## src/rtl/uart_rx_core.sv

```systemverilog
// UART receive core: 2-flop synchronized Rx, mid-bit sampling, 8N1 framing by default.
// Define UART_RX_PARITY_EN for 8E1 framing with an extra PARITY state and a ParityErr strobe.
module uart_rx_core #(
   parameter int CLKS_PER_BIT = 434,
   parameter int DATA_BITS    = 8
) (
   input  logic                 clk,
   input  logic                 reset_n,
   input  logic                 Rx,
   output logic [DATA_BITS-1:0] Data,
   output logic                 Valid,
   output logic                 FrameErr,
   output logic                 Busy
`ifdef UART_RX_PARITY_EN
   ,
   output logic                 ParityErr
`endif
);

   localparam int CW = $clog2(CLKS_PER_BIT);
   localparam int IW = $clog2(DATA_BITS);

   localparam logic [CW-1:0] HALF_M1  = CW'(CLKS_PER_BIT/2 - 1);
   localparam logic [CW-1:0] FULL_M1  = CW'(CLKS_PER_BIT - 1);
   localparam logic [IW-1:0] LAST_IDX = IW'(DATA_BITS - 1);

   localparam logic [2:0] S_IDLE   = 3'd0;
   localparam logic [2:0] S_START  = 3'd1;
   localparam logic [2:0] S_DATA   = 3'd2;
   localparam logic [2:0] S_STOP   = 3'd4;
`ifdef UART_RX_PARITY_EN
   localparam logic [2:0] S_PARITY = 3'd3;
`endif

   logic                 rx_m;
   logic                 rx_s;
   logic                 rx_d;
   logic [2:0]           state;
   logic [2:0]           state_nx;
   logic [CW-1:0]        cnt;
   logic [IW-1:0]        idx;
   logic [DATA_BITS-1:0] shreg;
   logic                 at_half;
   logic                 at_full;
`ifdef UART_RX_PARITY_EN
   logic                 par_bit;
`endif

   always_ff @(posedge clk or negedge reset_n) begin
      if (!reset_n) begin
         rx_m <= 1'b1;
         rx_s <= 1'b1;
         rx_d <= 1'b1;
      end else begin
         rx_m <= Rx;
         rx_s <= rx_m;
         rx_d <= rx_s;
      end
   end

   assign at_half = (cnt == HALF_M1);
   assign at_full = (cnt == FULL_M1);

   always_comb begin
      state_nx = state;
      case (state)
         S_IDLE:  if (rx_d && !rx_s) state_nx = S_START;
         S_START: if (at_half) state_nx = rx_s ? S_IDLE : S_DATA;
         S_DATA: begin
            if (at_full && idx == LAST_IDX) begin
`ifdef UART_RX_PARITY_EN
               state_nx = S_PARITY;
`else
               state_nx = S_STOP;
`endif
            end
         end
`ifdef UART_RX_PARITY_EN
         S_PARITY: if (at_full) state_nx = S_STOP;
`endif
         S_STOP:  if (at_full) state_nx = S_IDLE;
         default: state_nx = S_IDLE;
      endcase
   end

   always_ff @(posedge clk or negedge reset_n) begin
      if (!reset_n) begin
         state    <= S_IDLE;
         cnt      <= '0;
         idx      <= '0;
         shreg    <= '0;
         Data     <= '0;
         Valid    <= 1'b0;
         FrameErr <= 1'b0;
         Busy     <= 1'b0;
`ifdef UART_RX_PARITY_EN
         par_bit   <= 1'b0;
         ParityErr <= 1'b0;
`endif
      end else begin
         state    <= state_nx;
         Busy     <= (state_nx != S_IDLE);
         Valid    <= 1'b0;
         FrameErr <= 1'b0;
`ifdef UART_RX_PARITY_EN
         ParityErr <= 1'b0;
`endif
         // any state change clears the bit timer; DATA also restarts it after each sample
         if (state_nx != state) begin
            cnt <= '0;
            idx <= '0;
         end else if (state == S_DATA && at_full) begin
            cnt <= '0;
            idx <= idx + 1'b1;
         end else if (state != S_IDLE) begin
            cnt <= cnt + 1'b1;
         end

         if (state == S_DATA && at_full)
            shreg[idx] <= rx_s;

`ifdef UART_RX_PARITY_EN
         if (state == S_PARITY && at_full)
            par_bit <= rx_s;
`endif

         if (state == S_STOP && at_full) begin
            if (rx_s) begin
               Data  <= shreg;
               Valid <= 1'b1;
`ifdef UART_RX_PARITY_EN
               ParityErr <= ^{shreg, par_bit};
`endif
            end else begin
               FrameErr <= 1'b1;
            end
         end
      end
   end

endmodule

```

## config.mk

```make
export PLATFORM = sky130hd
export DESIGN_NAME = uart_rx_core
export DESIGN_NICKNAME = d
export VERILOG_FILES = /design/src/rtl/uart_rx_core.sv
export SDC_FILE = /design/constraint.sdc
export NUM_CORES = 1
export LEC_CHECK = 0
export ABC_CLOCK_PERIOD_IN_PS = 6100
export CORE_UTILIZATION = 45
export DETAILED_ROUTE_END_ITERATION = 7
export GPL_TIMING_DRIVEN = 0
export PLACE_DENSITY_LB_ADDON = 0.3
export REMOVE_ABC_BUFFERS = 1
export SLEW_MARGIN = 20
export SYNTH_ARGS = -nofsm -noshare
export SYNTH_HDL_FRONTEND = slang
export SYNTH_SLANG_ARGS = --single-unit
```

## constraint.sdc

```tcl
create_clock -name clk -period 6.1 [get_ports clk]
set_clock_uncertainty 0.05 [all_clocks]
set_input_delay 1.22 -clock clk [delete_from_list [all_inputs] [get_ports clk]]
set_output_delay 1.22 -clock clk [all_outputs]
set_load 0.02 [all_outputs]
```

==> metrics.cfg, run 1 <==
[yosys]
synth_top_cell_area_share_pct=46.7
synth_xor_area_share_pct=4.33
synthCells=157
post-synth-top-count-cell=dfrtp_1
synth_edf_count=0
ys_seq_elements=37
syn_area_um2=1820
synth_compound_area_share_pct=5.57
async_flop_share_pct=100
yosysTopAreaCell=dfrtp_1
synth_top_family_by_area=simple AND/OR/NAND/NOR gates
synthTopCellsByCount=34 x dfrtp_1, 12 x nor3_1, 10 x nand2_1
synthAdderAreaFrac_pct=3.44
synth-seq-area-share_pct=51.1
yosysWarnings=0
synth_flop_cell=dfrtp_1
avgSynthCellArea_um2=11.6
muxShareOfSynthArea_pct=12.1
synth_area_leaders=dfrtp_1 47%, mux2_4 6.6%, mux2_2 4.9%
synth_simple_gate_area_share_pct=19.2
ys_types=43

[pwr]
pwr-share-seq_pct=55.9
power_frac_comb_pct=15.0
power.density_nw_per_um2=274
p_sw_share_pct=29.9
ir_drop_mv=0.169
p_clk_share_pct=29.1
power.total_mw=0.561
p_leak_nw=0.944
internal-power_mw=0.393
p_switching_mw=0.167

[timing]
fmax_mhz=396
slew_headroom_pct=55.0
setup_viol=0
setup-tns-final_ps=0
worstMarginPinSlew_ps=674
hold_viol_final=0
drv_slew=0
rsz0062_at_grt=no
fin_crit_ps=2530
fin_hold_ws_ps=309
timing.final.crit_share_pct=41.4

[route]
via_per_inst=5.52
num_vias=1187
firstDrtPassIters=5
drtAntennaViolNets=0
routed_wirelength_um=3130
wire_per_inst_um=14.5
post-route-drc-count=0
drt-initial-drc-count=28

[placed_design]
dp_hpwl_um=2150
gp_congestion=0.802
place.port_buffers=13
dpl_cell_area_um2=1970

[clock_tree]
ctsLongestPathBuffers=2
clockRootBuffer=clkbuf_8
cts_buffers=5
insertion_delay_ps=290
post_cts_resize_count=0
cts_setup_buffers=0
clk_pin_slew_worst_paths_ps=70
htreeDepth=2
holdBufCountCts=0
cts_tree=yes
clkSinkCount=37

[global_route]
grt_start_max_net_pins=33
grt_overflow=0
grt_pass1_vias=1132
antenna_found_initial=0
grt_pass1_wl_um=5440
grtUsageTotal_pct=17.2

[status]
status=finished clean

[worst_setup_path]
cp_top_family=buffers and inverters
crit_chain=clkdlybuf4s50_1
worst-r2r-cell-count=6
endpoint_kind=primary output
required_ps=4830
critPathSlowestCell=clkdlybuf4s50_1
reg2reg_from=cnt[0]
path_buf_inv=1
critPathKind=reg2out
reg2reg_slack_ps=3850
cp.arrival_ps=1260
crit_fanout=2
cpPeakStageDelay_ps=610
cp-start-kind=flop
cp-startpoint=Data[6]
worstReg2RegEnd=cnt[1]

[final_layout]
layout-drive-gt1-share_pct=22.2
num_antenna_cells=0
area_growth_pct=12.5
nets=174
final_area_um2=2050
nFillCells=317

[die]
dieArea_um2=4300
io_pins=14
fp-row-count=22
core-area_um2=3770
die_w_um=65.6
die_h_um=65.6
start_util_pct=48.3

[hold_path]
hold_path_end=rx_s
hold_path_class=reg2reg
min_path_cells=0
holdCritStartpoint=rx_m

[run]
cap_viol_max_count=0

[area by class of cell]
cell class	count	area [µm²]	share of cell area, %
repair buffers	14	145	7.09
multi-input cells	103	812	39.6
well taps	48	60.1	2.93
clock buffers	6	72.6	3.54
inverters	5	18.8	0.916
clock inverters	2	10.0	0.489
flip-flops and latches	37	930	45.4
[cells by family after synthesis]
family / count (synthesis)
compound gates: 13
xor+xnor: 9
fa+ha+maj: 5
buf+inv: 17
flops: 37
mux: 17
simple gates: 59
[cell usage in the layout (no fill, tap or decap), drive strengths merged, types with 2 or more instances in the layout]
cell | netlist | layout
mux2 | 16 | 16
buf | 7 | 2
a21oi | 5 | 5
nand4 | 7 | 7
nor3 | 12 | 12
clkinv | 0 | 2
ha | 5 | 5
xnor2 | 5 | 5
dfstp | 3 | 3
a311oi | 2 | 2
clkdlybuf4s50 | 0 | 12
dfrtp | 34 | 34
xor2 | 4 | 4
nor4b | 2 | 2
nor4 | 2 | 2
nor2 | 7 | 7
inv | 5 | 5
and3 | 2 | 2
o31ai | 2 | 2
nand2 | 10 | 10
clkbuf | 5 | 6
and4 | 2 | 2
nand4b | 2 | 2
or3 | 4 | 4
[worst max-delay path by stage]
| stage | end | slack [ps] | cells after the start |
|---|---|---|---|
| final | Data[6] | 3570 | 1 |
| after global routing | Data[6] | 3530 | 1 |
| after CTS | Data[6] | 3570 | 1 |
| after detailed placement | cnt[1] | 3860 | 6 |
| after global placement | Data[2] | 2960 | 1 |
| after floorplan | Data[0] | 4130 | 6 |
[metal layers]
metal,vias up,GRT usage (%),wire length (µm)
li1,581,-,-
met5,-,0,0
met4,0,6.52,42
met3,4,5.21,102
met2,22,27.1,1500
met1,580,22.0,1480
[sequential cells by signal (all words and copies together), names as in the netlist]
name,cells
Busy,1
Data,8
FrameErr,1
Valid,1
cnt,9
idx,3
rx_d,1
rx_m,1
rx_s,1
shreg,8
state,3
[power groups by stage]
stage               clock network [mW]  registers [mW]  logic (mW)
finish                           0.163           0.314      0.0841
global route                     0.178           0.320      0.0973
CTS                              0.166           0.313      0.0862
detailed placement                   0           0.317      0.0852
global placement                     0           0.314      0.0811
floorplan                            0           0.306      0.0658
[per-stage QoR]
step | util [%] | setup WS (ps) | instances
3_5_place_dp | 52.1 | 3860 | 207
2_1_floorplan | - | 4130 | 145
3_3_place_gp | 51.7 | 2960 | 206
6_report | 54.3 | 3570 | 215
4_1_cts | 54.3 | 3570 | 215
5_1_grt | 54.3 | 3530 | 215
[worst reg2reg max path, stage by stage, from the launching register on]
cell	delay (ps)
dfrtp_1	430
inv_1	80
ha_1	140
nor4bb_1	410
a41oi_1	220
o32ai_2	650
nor3_1	120
Power figures use the tool's default switching activity.
==> inputs of run 2 (changes only) <==
- ABC_CLOCK_PERIOD_IN_PS: 6100 -> 2200
- clock period: 6.1 -> 2.2 ns (I/O delays scaled with it)
==> metrics.cfg, run 2 (synthesis results as in run 1) <==
[final_layout]
reg_top3=cnt: 9 flops, Data: 8 flops, shreg: 8 flops
final_common_cell=dfrtp_1
nets=177
top_register=cnt
layout_common_cells=34 x dfrtp_1, 12 x nor3_1, 12 x clkdlybuf4s50_1
layout-drive-gt1-share_pct=25.9
final_area_um2=2120
num_antenna_cells=0
largest_reg_flops=9
area_growth_pct=16.6
final_util_pct=56.3

[clock_tree]
clkSinkCount=37
clockRootBuffer=clkbuf_8
htreeDepth=2
clk_pin_slew_worst_paths_ps=70
ctsLongestPathBuffers=2
insertion_delay_ps=290
cts_buffers=5
cts_tree=yes

[run]
cap_viol_max_count=0

[die]
start_util_pct=48.3
io_pins=14
core-area_um2=3770
die_h_um=65.6
dieArea_um2=4300
die_w_um=65.6
fp-row-count=22

[placed_design]
place.port_buffers=13
gp_congestion=0.802
dpl_cell_area_um2=1970
dp_hpwl_um=2150

[timing]
slew_headroom_pct=61.5
fin_crit_ps=2120
fmax_mhz=472
timing.final.crit_share_pct=96.3
hold_viol_final=0
worstMarginPinSlew_ps=562
setup-tns-final_ps=0
setup_viol=0
fin_hold_ws_ps=308
drv_slew=0

[worst_setup_path]
endpoint_kind=flop
required_ps=2320
cp.arrival_ps=2240
reg2reg_slack_ps=80
crit_fanout=6
cp-start-kind=flop
critPathKind=reg2reg

[status]
status=finished clean

[pwr]
ir_drop_mv=0.472
p_leak_nw=0.966
power.density_nw_per_um2=734
power.total_mw=1.56

[route]
routed_wirelength_um=3290
post-route-drc-count=0
drt-initial-drc-count=56
drtAntennaViolNets=0
firstDrtPassIters=4
num_vias=1217
wire_per_inst_um=15.1
via_per_inst=5.58

[global_route]
antenna_found_initial=0
grt_start_max_net_pins=33
grt_pass1_wl_um=5490
grtUsageTotal_pct=17.3
grt_pass1_vias=1136
grt_overflow=0

[hold_path]
hold_path_class=reg2reg

==> run 2: routing by layer <==
| layer | part of all wire [%] | wire length [µm] | up-vias | GRT usage, % |
|---|---|---|---|---|
| li1 | - | - | 589 | - |
| met1 | 47 | 1530 | 604 | 22.5 |
| met2 | 49 | 1610 | 18 | 26.7 |
| met3 | 2.8 | 92 | 6 | 5.38 |
| met4 | 1.7 | 55 | 0 | 7.07 |
| met5 | 0 | 0 | - | 0 |
==> run 2: final cells by class <==
type,count,area (µm²)
Timing Repair Buffer,17,183
Tap cell,48,60.1
Clock buffer,6,72.6
Fill cell,307,1650
Clock inverter,2,10.0
Multi-Input combinational cell,103,848
Inverter,5,18.8
Sequential cell,37,930
==> run 2: worst paths after layout <==
check                        start  endpoint  cells after the start
setup reg to reg            cnt[1]  shreg[4]                      6
hold / removal                rx_m      rx_s                      0
max in group asynchronous  reset_n      rx_m                      3
setup / recovery            cnt[1]  shreg[4]                      6
hold reg to reg               rx_m      rx_s                      0
min in group asynchronous  reset_n  state[1]                      2
==> run 2: repair_timing <==
item                                    in CTS  in global routing
endpoints found under the setup margin      10                 24
hold endpoints to repair                     5                  0
pin swaps                                    0                  1
cloned                                       0                  0
hold buffers                                 1                  0
setup buffers                                0                  2
gates resized for setup                      1                  5
==> run 2: power breakdown <==
group          internal, mW  switching [mW]  leakage [nW]
combinational         0.117           0.118         0.438
sequential            0.755           0.115         0.483
clock                 0.219           0.233        0.0450
==> run 2: critical path, cell delays in order (launching register included) <==
cell	delay (ps)
dfrtp_1	410
inv_1	90
ha_1	150
and4bb_2	310
nand4_1	290
nor4b_2	340
mux2_2	360
==> run 2: per-stage QoR <==
stage | cells | worst slack [ps]
global route | 218 | -46.7
finish | 218 | 81.6
global placement | 206 | -157
detailed placement | 207 | -38.7
CTS | 216 | 2.95
floorplan | 145 | 232
